`src/rtl/imm_pkg.sv`:
```
// Shared constants for the immediate-extension path: mode encodings, field
// widths and the skid-stage state encoding.
package imm_pkg;

   localparam logic [2:0] IMM5_ZE      = 3'b000;
   localparam logic [2:0] IMM15_SE     = 3'b001;
   localparam logic [2:0] IMM15_ZE     = 3'b010;
   localparam logic [2:0] IMM20_SE     = 3'b011;
   localparam logic [2:0] IMM14_SE     = 3'b100;
   localparam logic [2:0] IMM24_SE     = 3'b101;
   localparam logic [2:0] IMM24_SE_SH1 = 3'b110;
   localparam logic [2:0] IMM_ILLEGAL  = 3'b111;

   localparam int W_IMM5  = 5;
   localparam int W_IMM14 = 14;
   localparam int W_IMM15 = 15;
   localparam int W_IMM20 = 20;
   localparam int W_IMM24 = 24;

   // Bit 0 is the output-register valid, bit 1 the skid valid.
   typedef enum logic [1:0] {
      ST_EMPTY = 2'b00,
      ST_ONE   = 2'b01,
      ST_FULL  = 2'b11
   } skid_state_e;

endpackage

```
`src/rtl/imm_extend_stage_if.sv`:
```
// Valid/ready bus around the immediate-extension stage: decode-side input
// stream and execute-side output stream.
interface imm_extend_stage_if #(
   parameter int DataSize = 32,
   parameter int RawWidth = 24,
   parameter int TagWidth = 5
);
   logic                in_valid;
   logic                in_ready;
   logic [RawWidth-1:0] in_imm_raw;
   logic [2:0]          in_imm_select;
   logic [TagWidth-1:0] in_tag;
   logic                out_valid;
   logic                out_ready;
   logic [DataSize-1:0] out_imm;
   logic [TagWidth-1:0] out_tag;
   logic                out_illegal;

   modport master (
      output in_valid, in_imm_raw, in_imm_select, in_tag, out_ready,
      input  in_ready, out_valid, out_imm, out_tag, out_illegal
   );

   modport slave (
      input  in_valid, in_imm_raw, in_imm_select, in_tag, out_ready,
      output in_ready, out_valid, out_imm, out_tag, out_illegal
   );
endinterface

```
`src/rtl/imm_extend_comb.sv`:
```
// Purely combinational immediate extender: right-aligned raw field plus mode
// select to a DataSize-bit zero/sign-extended immediate and illegal flag.
module imm_extend_comb
   import imm_pkg::*;
#(
   parameter int DataSize = 32,
   parameter int RawWidth = 24
) (
   input  logic [RawWidth-1:0] raw,
   input  logic [2:0]          sel,
   output logic [DataSize-1:0] imm,
   output logic                illegal
);

   function automatic logic [DataSize-1:0] low_mask(input int n);
      logic [DataSize-1:0] m;
      m = '0;
      for (int i = 0; i < DataSize; i++) m[i] = (i < n);
      return m;
   endfunction

   function automatic logic [DataSize-1:0] extend(
      input logic [DataSize-1:0] r,
      input int                  n,
      input logic                fill
   );
      logic [DataSize-1:0] m;
      m = low_mask(n);
      return (r & m) | (~m & {DataSize{fill}});
   endfunction

   logic [DataSize-1:0] raw_wide;
   logic [DataSize-1:0] ext24;

   assign raw_wide = DataSize'(raw);
   assign ext24    = extend(raw_wide, W_IMM24, raw[W_IMM24-1]);

   always_comb begin
      imm     = '0;
      illegal = 1'b0;
      case (sel)
         IMM5_ZE:      imm = extend(raw_wide, W_IMM5,  1'b0);
         IMM15_SE:     imm = extend(raw_wide, W_IMM15, raw[W_IMM15-1]);
         IMM15_ZE:     imm = extend(raw_wide, W_IMM15, 1'b0);
         IMM20_SE:     imm = extend(raw_wide, W_IMM20, raw[W_IMM20-1]);
         IMM14_SE:     imm = extend(raw_wide, W_IMM14, raw[W_IMM14-1]);
         IMM24_SE:     imm = ext24;
         // Halfword branch offset: the top sign copy falls off the shift.
         IMM24_SE_SH1: imm = ext24 << 1;
         default:      illegal = 1'b1;
      endcase
   end

endmodule

```
`src/rtl/imm_extend_stage.sv`:
```
// Registered immediate-extension stage with a 2-entry skid buffer so that
// in_ready comes straight from a flop.
//
// state    | meaning
// ---------+-------------------------------------------------
// ST_EMPTY | nothing held; in_ready=1, out_valid=0
// ST_ONE   | output register holds an entry; skid empty
// ST_FULL  | output and skid both hold entries; in_ready=0
module imm_extend_stage
   import imm_pkg::*;
#(
   parameter int DataSize = 32,
   parameter int RawWidth = 24,
   parameter int TagWidth = 5
) (
   input  logic               clk,
   input  logic               rst,
   input  logic               flush,
   imm_extend_stage_if.slave  bus
);

   skid_state_e state_q, state_d;

   logic                in_xfer;
   logic                out_xfer;
   logic                load_out_new;
   logic                load_out_skid;
   logic                load_skid;

   logic [DataSize-1:0] new_imm;
   logic                new_illegal;

   logic [DataSize-1:0] out_imm_q;
   logic [TagWidth-1:0] out_tag_q;
   logic                out_illegal_q;
   logic [DataSize-1:0] skid_imm_q;
   logic [TagWidth-1:0] skid_tag_q;
   logic                skid_illegal_q;

   imm_extend_comb #(
      .DataSize (DataSize),
      .RawWidth (RawWidth)
   ) u_ext (
      .raw     (bus.in_imm_raw),
      .sel     (bus.in_imm_select),
      .imm     (new_imm),
      .illegal (new_illegal)
   );

   assign bus.out_valid   = state_q[0];
   assign bus.in_ready    = ~state_q[1];
   assign bus.out_imm     = out_imm_q;
   assign bus.out_tag     = out_tag_q;
   assign bus.out_illegal = out_illegal_q;

   assign in_xfer  = bus.in_valid  & bus.in_ready;
   assign out_xfer = bus.out_valid & bus.out_ready;

   always_ff @(posedge clk or negedge rst) begin
      if (!rst) state_q <= ST_EMPTY;
      else      state_q <= state_d;
   end

   always_comb begin
      state_d       = state_q;
      load_out_new  = 1'b0;
      load_out_skid = 1'b0;
      load_skid     = 1'b0;
      case (state_q)
         ST_EMPTY: begin
            if (in_xfer) begin
               state_d      = ST_ONE;
               load_out_new = 1'b1;
            end
         end
         ST_ONE: begin
            if (in_xfer && out_xfer) begin
               load_out_new = 1'b1;
            end else if (in_xfer) begin
               state_d   = ST_FULL;
               load_skid = 1'b1;
            end else if (out_xfer) begin
               state_d = ST_EMPTY;
            end
         end
         ST_FULL: begin
            if (out_xfer) begin
               state_d       = ST_ONE;
               load_out_skid = 1'b1;
            end
         end
         default: state_d = ST_EMPTY;
      endcase
      // Flush wins over any handshake; a same-cycle input is dropped.
      if (flush) begin
         state_d       = ST_EMPTY;
         load_out_new  = 1'b0;
         load_out_skid = 1'b0;
         load_skid     = 1'b0;
      end
   end

   always_ff @(posedge clk or negedge rst) begin
      if (!rst) begin
         out_imm_q      <= '0;
         out_tag_q      <= '0;
         out_illegal_q  <= 1'b0;
         skid_imm_q     <= '0;
         skid_tag_q     <= '0;
         skid_illegal_q <= 1'b0;
      end else begin
         if (load_skid) begin
            skid_imm_q     <= new_imm;
            skid_tag_q     <= bus.in_tag;
            skid_illegal_q <= new_illegal;
         end
         if (load_out_new) begin
            out_imm_q     <= new_imm;
            out_tag_q     <= bus.in_tag;
            out_illegal_q <= new_illegal;
         end else if (load_out_skid) begin
            out_imm_q     <= skid_imm_q;
            out_tag_q     <= skid_tag_q;
            out_illegal_q <= skid_illegal_q;
         end
      end
   end

endmodule

```
`src/flat_wrapper.sv`:
```
// flat-port wrapper written by rule: the top's interface ports become plain ports
module imm_extend_stage_flat import imm_pkg::*;
#(
   parameter int DataSize = 32,
   parameter int RawWidth = 24,
   parameter int TagWidth = 5
)
  (clk, rst, flush, bus_in_valid, bus_in_imm_raw, bus_in_imm_select, bus_in_tag, bus_out_ready, bus_in_ready, bus_out_valid, bus_out_imm, bus_out_tag, bus_out_illegal);
  imm_extend_stage_if #(.DataSize(DataSize), .RawWidth(RawWidth), .TagWidth(TagWidth)) bus_i ();
  input  logic clk;
  input  logic rst;
  input  logic flush;
  input wire logic [$bits(bus_i.in_valid)-1:0] bus_in_valid;
  input wire logic [$bits(bus_i.in_imm_raw)-1:0] bus_in_imm_raw;
  input wire logic [$bits(bus_i.in_imm_select)-1:0] bus_in_imm_select;
  input wire logic [$bits(bus_i.in_tag)-1:0] bus_in_tag;
  input wire logic [$bits(bus_i.out_ready)-1:0] bus_out_ready;
  output wire logic [$bits(bus_i.in_ready)-1:0] bus_in_ready;
  output wire logic [$bits(bus_i.out_valid)-1:0] bus_out_valid;
  output wire logic [$bits(bus_i.out_imm)-1:0] bus_out_imm;
  output wire logic [$bits(bus_i.out_tag)-1:0] bus_out_tag;
  output wire logic [$bits(bus_i.out_illegal)-1:0] bus_out_illegal;
  assign bus_i.in_valid = bus_in_valid;
  assign bus_i.in_imm_raw = bus_in_imm_raw;
  assign bus_i.in_imm_select = bus_in_imm_select;
  assign bus_i.in_tag = bus_in_tag;
  assign bus_i.out_ready = bus_out_ready;
  assign bus_in_ready = bus_i.in_ready;
  assign bus_out_valid = bus_i.out_valid;
  assign bus_out_imm = bus_i.out_imm;
  assign bus_out_tag = bus_i.out_tag;
  assign bus_out_illegal = bus_i.out_illegal;
  imm_extend_stage #(.DataSize(DataSize), .RawWidth(RawWidth), .TagWidth(TagWidth)) u_core (.clk(clk), .rst(rst), .flush(flush), .bus(bus_i));
endmodule
```
`config.mk`:
```
export PLATFORM = sky130hd
export DESIGN_NAME = imm_extend_stage_flat
export DESIGN_NICKNAME = d
export VERILOG_FILES = /design/src/rtl/imm_pkg.sv /design/src/rtl/imm_extend_stage_if.sv /design/src/rtl/imm_extend_comb.sv /design/src/rtl/imm_extend_stage.sv /design/src/flat_wrapper.sv
export SDC_FILE = /design/constraint.sdc
export NUM_CORES = 1
export LEC_CHECK = 0
export CORE_MARGIN = 5
export CORE_UTILIZATION = 30
export CTS_CLUSTER_SIZE = 10
export DETAILED_ROUTE_END_ITERATION = 10
export GPL_ROUTABILITY_DRIVEN = 0
export PLACE_DENSITY = 0.47
export SYNTH_ARGS = -nofsm -noshare
export SYNTH_HDL_FRONTEND = slang
export SYNTH_HIERARCHICAL = 1
export SYNTH_SLANG_ARGS = --single-unit
```
`constraint.sdc`:
```
create_clock -name clk -period 2.3 [get_ports clk]
set_input_delay 0.46 -clock clk [delete_from_list [all_inputs] [get_ports clk]]
set_output_delay 0.46 -clock clk [all_outputs]
set_load 0.05 [all_outputs]
```
==> results of run 1 <==
[per-stage QoR]
stage / hold WS [ns] / util
global route: 0.1171 / 0.3961
detailed placement: 0.4660 / 0.3726
global placement: 0.4686 / 0.3726
floorplan: 0.1644 / -
CTS: 0.09537 / 0.3961
finish: 0.08261 / 0.3961
[critical path, delay by kind of cell (launching register included)]
| family | cells | cell delay [ns] |
|---|---|---|
| flops | 1 | 0.43 |
| buf+inv | 2 | 1.00 |
[sequential cells by signal (all words and copies together), names as in the netlist]
register / cells
u_core/bus.out_illegal: 1
u_core/bus.out_imm: 32
u_core/bus.out_tag: 5
u_core/skid_illegal_q: 1
u_core/skid_imm_q: 32
u_core/skid_tag_q: 5
u_core/state_q: 2
[cell families after synthesis]
family,after synthesis
simple gates,89
compound gates,87
mux,83
flops,78
buf+inv,39
fa+ha+maj,4
[how the worst max path moves through the flow]
stage / start / endpoint / slack [ns] / cells past startpoint
6_report: u_core/state_q[1] / bus_in_ready / 0.08 / 2
5_1_grt: u_core/state_q[1] / bus_in_ready / 0.005 / 2
4_1_cts: u_core/state_q[1] / bus_in_ready / 0.04 / 2
3_5_place_dp: bus_in_imm_select[1] / u_core/skid_imm_q[29] / 0.05 / 6
3_3_place_gp: bus_in_imm_select[1] / u_core/skid_imm_q[30] / 0.05 / 6
2_1_floorplan: u_core/state_q[1] / u_core/skid_imm_q[11] / 0.19 / 7
[cell type report]
class | count | area (um^2) | area share
clock buffers | 12 | 256.5 | 0.04684
clock inverters | 3 | 67.56 | 0.01234
inverters | 6 | 22.52 | 0.004112
multi-input cells | 263 | 1989 | 0.3633
flip-flops and latches | 78 | 1952 | 0.3564
well taps | 180 | 225.2 | 0.04112
repair buffers | 95 | 963.4 | 0.1759
[power by group through the flow]
stage	logic, W	registers (W)	clock network [W]
after floorplan	0.00120	0.00358	0
after global placement	0.00343	0.00245	0
after detailed placement	0.00346	0.00246	0
after CTS	0.00347	0.00244	0.00162
after global routing	0.00363	0.00251	0.00166
final	0.00343	0.00243	0.00155
[Yosys cell counts]
cell,n,share of area
and2_1,1,0.0015
o21ai_0,12,0.014
clkbuf_1,2,0.0018
nand2_2,1,0.0015
o311ai_2,1,0.0039
o211ai_1,3,0.0054
ha_1,4,0.012
a31o_1,1,0.0021
buf_2,13,0.015
nor2b_4,1,0.0033
buf_12,2,0.0095
a21oi_1,48,0.057
mux2_4,21,0.075
o311ai_1,2,0.0042
and3_1,1,0.0015
a211oi_1,1,0.0018
mux2i_1,42,0.10
nor2_1,38,0.034
a22oi_1,6,0.011
nor3_1,1,0.0012
nand3_1,12,0.014
o21ai_1,9,0.011
buf_6,3,0.0080
and2b_1,1,0.0018
buf_4,13,0.023
a21o_1,2,0.0036
and4bb_2,1,0.0030
nand2b_1,5,0.0074
nor2b_1,13,0.019
inv_1,6,0.0054
or2_1,1,0.0015
nand3b_1,2,0.0036
a2bb2oi_4,1,0.0063
and4bb_4,1,0.0039
mux2_2,20,0.054
a31oi_4,1,0.0051
nand2_1,10,0.0089
dfrtp_1,78,0.46
[per-layer routing]
layer | track usage | wire [um] | up-vias
li1 | - | - | 1471
met1 | 0.1656 | 4572 | 1487
met2 | 0.1918 | 4766 | 58
met3 | 0.03944 | 477 | 13
met4 | 0.04494 | 154 | 0
met5 | 0 | 0 | -
==> out/results.tsv, run 1 <==
stage	metric	value	unit
place	placed_cells	622	
timing	setup_viol	0	
timing	hold_violations	0	
hold_path	hold_class	in2async	
timing	finalWorstSetupSlack	0.07956	ns
flow_run	drv_cap	0	
layout	n_antenna_cell	0	
worst_setup_path	crit_slowest_cell	clkdlybuf4s50_1	
layout	drive_gt1_frac	0.1816	
clock_network	postCtsSetupRepairBufs	0	
layout	fin_cells	637	
global_routing	antenna_found_initial	0	
clock_network	cts_buffers	9	
logic_synthesis	synth_top_family_by_area	multiplexers	
drt	routed_wl	9971	um
floorplan	start_util	0.3040	
worst_setup_path	crit_path_max_incr_delay	0.83	ns
worst_setup_path	rr_startpoint	u_core/state_q[0]	
clock_network	cts_tree	done	
global_routing	grt-ovfl-total	0	
logic_synthesis	ys_types	38	
timing	slew_headroom	0.6515	
status	outcome	complete, no violations	
floorplan	die_area	16480	um^2
global_routing	grt_max_degree	45	
worst_setup_path	start_kind	flop	
drt	drt-initial-drc-count	198	
clock_network	cts_max_path_buffers	2	
worst_setup_path	worst-r2r-cell-count	7	
logic_synthesis	synthXorXnorAreaFrac	0	
timing	drv_slew	0	
layout	fillers	1330	
logic_synthesis	yosys_warnings	6	
global_routing	first_global_vias	2959	
worst_setup_path	path_cells	inv_1, clkdlybuf4s50_1	
logic_synthesis	yosys.area_share.adder	0.01191	
timing	fin_crit	2.220	ns
layout	final_nets	494	
clock_network	root_buffer	clkbuf_16	
power	p_int	0.004463	W
place	port_buffers	76	
logic_synthesis	ys_ff_latch	78	
drt	vias	3029	
timing	min_period_over_period	0.9654	
power	pwr-share-comb	0.463	
timing	clock_skew	0.004933	ns
drt	wl_per_cell	15.65	um
floorplan	die_y	128.4	um
worst_setup_path	regToRegEndpoint	u_core/bus.out_imm[24]	
logic_synthesis	syn_avg_cell_area	11.06	um^2
logic_synthesis	yosys.area_share.simple	0.1066	
timing	rsz0062_at_grt	no	
drt	drcViolationCount	0	
floorplan	core	13830	um^2
clock_network	ctsResizeCount	0	
layout	area_growth	30.31	%
power	power.total	0.007413	W
power	p_sw	0.002950	W
power	cellLeakagePower	2.639	nW
worst_setup_path	worstPathArrival	1.76	ns
logic_synthesis	syn_inst	380	
clock_network	htreeDepth	3	
power	pwr-share-seq	0.328	
global_routing	grt_util_all_layers	0.1248	
floorplan	num_io_pins	77	
layout	final_cell_area	5477	um^2
power	power_frac_clock	0.209	
logic_synthesis	synth.area.mux_share	0.2286	
timing	fmax	450.4	MHz
logic_synthesis	synth_nets	421	
power	p_per_area	1354	nW/um^2
timing	tightestPinTransition	0.5212	ns
layout	layout_commonest_cell	dfrtp_1	
place	dp_hpwl	7018	um
drt	vias_per_cell	4.755	
power	vdd_drop_max	0.7469	mV
worst_setup_path	r2r_setup_slack	0.44	ns
clock_network	cts.clk_slew.worst_paths	0.06	ns
clock_network	cts_sinks	78	
power	power_switching_share	0.3980	
worst_setup_path	required	1.84	ns
floorplan	num_rows	43	
drt	ant_nets	0	
place	place_area	5152	um^2
worst_setup_path	cp_max_fo	6	
worst_setup_path	path_class	reg2out	
logic_synthesis	synth_compound_area_frac	0.1250	
global_routing	grt_pass1_wl	16020	um
logic_synthesis	seq_area_frac_synth	0.4644	
layout	layout.cells.most_common_list	dfrtp_1, clkdlybuf4s50_1, a21oi_1	
timing	setup_tns	0	ns
clock_network	clk_latency	0.34	ns
drt	drt_first_pass_iters	4	
clock_network	hold_buffers	0	
floorplan	fp.dieW	128.4	um
place	dp_slack	0.04586	ns
worst_setup_path	worst_setup_path_end_kind	output port	
logic_synthesis	synth_area	4203	um^2
Power figures use the tool's default switching activity.
==> inputs of run 2 (changes only) <==
--- a/config.mk
+++ b/config.mk
@@ -7,6 +7,7 @@
 export LEC_CHECK = 0
 export CORE_MARGIN = 5
 export CORE_UTILIZATION = 30
+export CTS_CLUSTER_DIAMETER = 80
 export CTS_CLUSTER_SIZE = 10
 export DETAILED_ROUTE_END_ITERATION = 10
 export GPL_ROUTABILITY_DRIVEN = 0
@@ -15,3 +16,4 @@
 export SYNTH_HDL_FRONTEND = slang
 export SYNTH_HIERARCHICAL = 1
 export SYNTH_SLANG_ARGS = --single-unit
+export TNS_END_PERCENT = 30
==> constraint.sdc (replaced) <==
create_clock -name clk -period 2.3 [get_ports clk]
set_input_delay 0.575 -clock clk [delete_from_list [all_inputs] [get_ports clk]]
set_output_delay 0.575 -clock clk [all_outputs]
set_load 0.05 [all_outputs]
==> out/results.tsv, run 2 (same netlist as run 1, synthesis figures left out) <==
stage	metric	value	unit
status	outcome	complete, no violations	
timing	min_period_over_period	0.9214	
drt	drt_first_pass_iters	4	
power	pwr-share-comb	0.458	
power	p_per_area	1340	nW/um^2
power	vdd_drop_max	0.6568	mV
drt	routed_wl	9872	um
worst_setup_path	cp_max_fo	2	
layout	layout_commonest_cell	dfrtp_1	
power	power_switching_share	0.3960	
worst_setup_path	worst_setup_path_end_kind	output port	
layout	multiInputGateArea	1989	um^2
worst_setup_path	crit_family	buffers and inverters	
global_routing	antenna_found_initial	0	
global_routing	grt_util_all_layers	0.1241	
hold_path	hold_class	in2async	
clock_network	cts_max_path_buffers	2	
worst_setup_path	cp-startpoint	u_core/bus.out_imm[2]	
floorplan	num_io_pins	77	
floorplan	start_util	0.3040	
drt	vias_per_cell	4.662	
clock_network	cts.clk_slew.worst_paths	0.06	ns
layout	drive_gt1_frac	0.1978	
clock_network	cts_sinks	78	
worst_setup_path	rr_startpoint	u_core/state_q[0]	
drt	vias	3007	
worst_setup_path	start_kind	flop	
timing	hold_violations	0	
timing	drv_slew	0	
clock_network	clk_latency	0.35	ns
layout	n_antenna_cell	0	
place	port_buffers	76	
global_routing	grt_max_degree	79	
power	pwr-share-seq	0.324	
place	dp_slack	-0.07018	ns
timing	clock_skew	0.009197	ns
power	power_frac_clock	0.218	
drt	drt-initial-drc-count	105	
layout	final_cell_area	5603	um^2
worst_setup_path	required	1.73	ns
drt	drcViolationCount	0	
place	dp_hpwl	6925	um
floorplan	fp.dieW	128.4	um
floorplan	core	13830	um^2
worst_setup_path	path_class	reg2out	
power	cellLeakagePower	2.709	nW
layout	layout.cells.most_common_list	dfrtp_1, clkdlybuf4s50_1, a21oi_1	
floorplan	num_rows	43	
place	placed_cells	629	
clock_network	root_buffer	clkbuf_16	
timing	fin_crit	2.119	ns
global_routing	first_global_vias	2960	
worst_setup_path	crit_path_max_incr_delay	0.82	ns
clock_network	cts_tree	done	
layout	fin_util	0.4052	
power	p_int	0.004535	W
layout	fillers	1329	
timing	fmax	471.9	MHz
layout	area_growth	33.31	%
floorplan	die_area	16480	um^2
layout	seqCellArea	1952	um^2
clock_network	postCtsSetupRepairBufs	0	
timing	fin_hold_ws	0.2286	ns
worst_setup_path	path_cells	clkdlybuf4s50_1	
layout	final_nets	501	
worst_setup_path	worstPathArrival	1.54	ns
timing	slew_headroom	0.6512	
flow_run	drv_cap	0	
place	place_area	5263	um^2
global_routing	grt_pass1_wl	15880	um
drt	ant_nets	0	
timing	rsz0062_at_grt	no	
drt	wl_per_cell	15.31	um
clock_network	htreeDepth	3	
power	p_sw	0.002973	W
timing	finalWorstSetupSlack	0.1807	ns
clock_network	hold_buffers	0	
layout	fin_cells	645	
timing	tightestPinTransition	0.5215	ns
clock_network	ctsResizeCount	0	
clock_network	cts_buffers	9	
worst_setup_path	crit_slowest_cell	clkdlybuf4s50_1	
floorplan	die_y	128.4	um
timing	setup_viol	0	
global_routing	grt-ovfl-total	0	
worst_setup_path	crit_buf_inv	1	
[run 2: changes by cell type in the layout (fill, tap and decap cells not counted), sizes merged]
cell / previous run / this run
clkbuf: 12 / 11
buf: 20 / 29
bufinv: 2 / 3
clkinvlp: 1 / 0
clkdlybuf4s50: 75 / 73
clkinv: 0 / 2
[run 2: power by group through the flow]
| stage | registers, W | clock network (W) | logic, W |
|---|---|---|---|
| 6_report | 0.00244 | 0.00163 | 0.00344 |
| 5_1_grt | 0.00253 | 0.00175 | 0.00364 |
| 4_1_cts | 0.00245 | 0.00169 | 0.00348 |
| 3_5_place_dp | 0.00247 | 0 | 0.00347 |
| 3_3_place_gp | 0.00245 | 0 | 0.00344 |
| 2_1_floorplan | 0.00358 | 0 | 0.00120 |
[run 2: worst paths after layout]
kind	depth (start not counted)	to	slack [ns]
worst min register to register	1	u_core/skid_illegal_q	0.50
worst min-delay path	2	u_core/skid_tag_q[1]	0.23
worst max register to register	7	u_core/bus.out_imm[20]	0.44
worst max-delay path	1	bus_out_imm[2]	0.18
min in group clk	1	u_core/skid_illegal_q	0.50
max in group asynchronous	2	u_core/skid_imm_q[6]	1.69
[run 2: through the flow]
stage | setup TNS, ns | power (W)
after floorplan | 0 | 0.004789
after global placement | -0.3582 | 0.005890
after detailed placement | -1.280 | 0.005939
after CTS | 0 | 0.007623
after global routing | 0 | 0.007923
final | 0 | 0.007508
[run 2: worst register-to-register path, stage by stage, from the launching register on]
cell	delay, ns
dfrtp_1	0.52
inv_1	0.12
ha_1	0.22
and4bb_2	0.25
a31oi_4	0.22
buf_12	0.25
nor2_1	0.08
a21oi_1	0.13
[run 2: layout make-up]
class	count	area share
Clock inverter	5	0.01920
Clock buffer	11	0.04154
Multi-Input combinational cell	263	0.3551
Timing Repair Buffer	102	0.1916
Sequential cell	78	0.3484
Inverter	6	0.004020
Tap cell	180	0.04020
[run 2: metal layers]
layer	up-vias	GRT usage	wire length, um
li1	1496	-	-
met3	10	0.04691	548
met2	60	0.1885	4545
met4	0	0.04307	142
met5	-	0	0
met1	1441	0.1627	4636
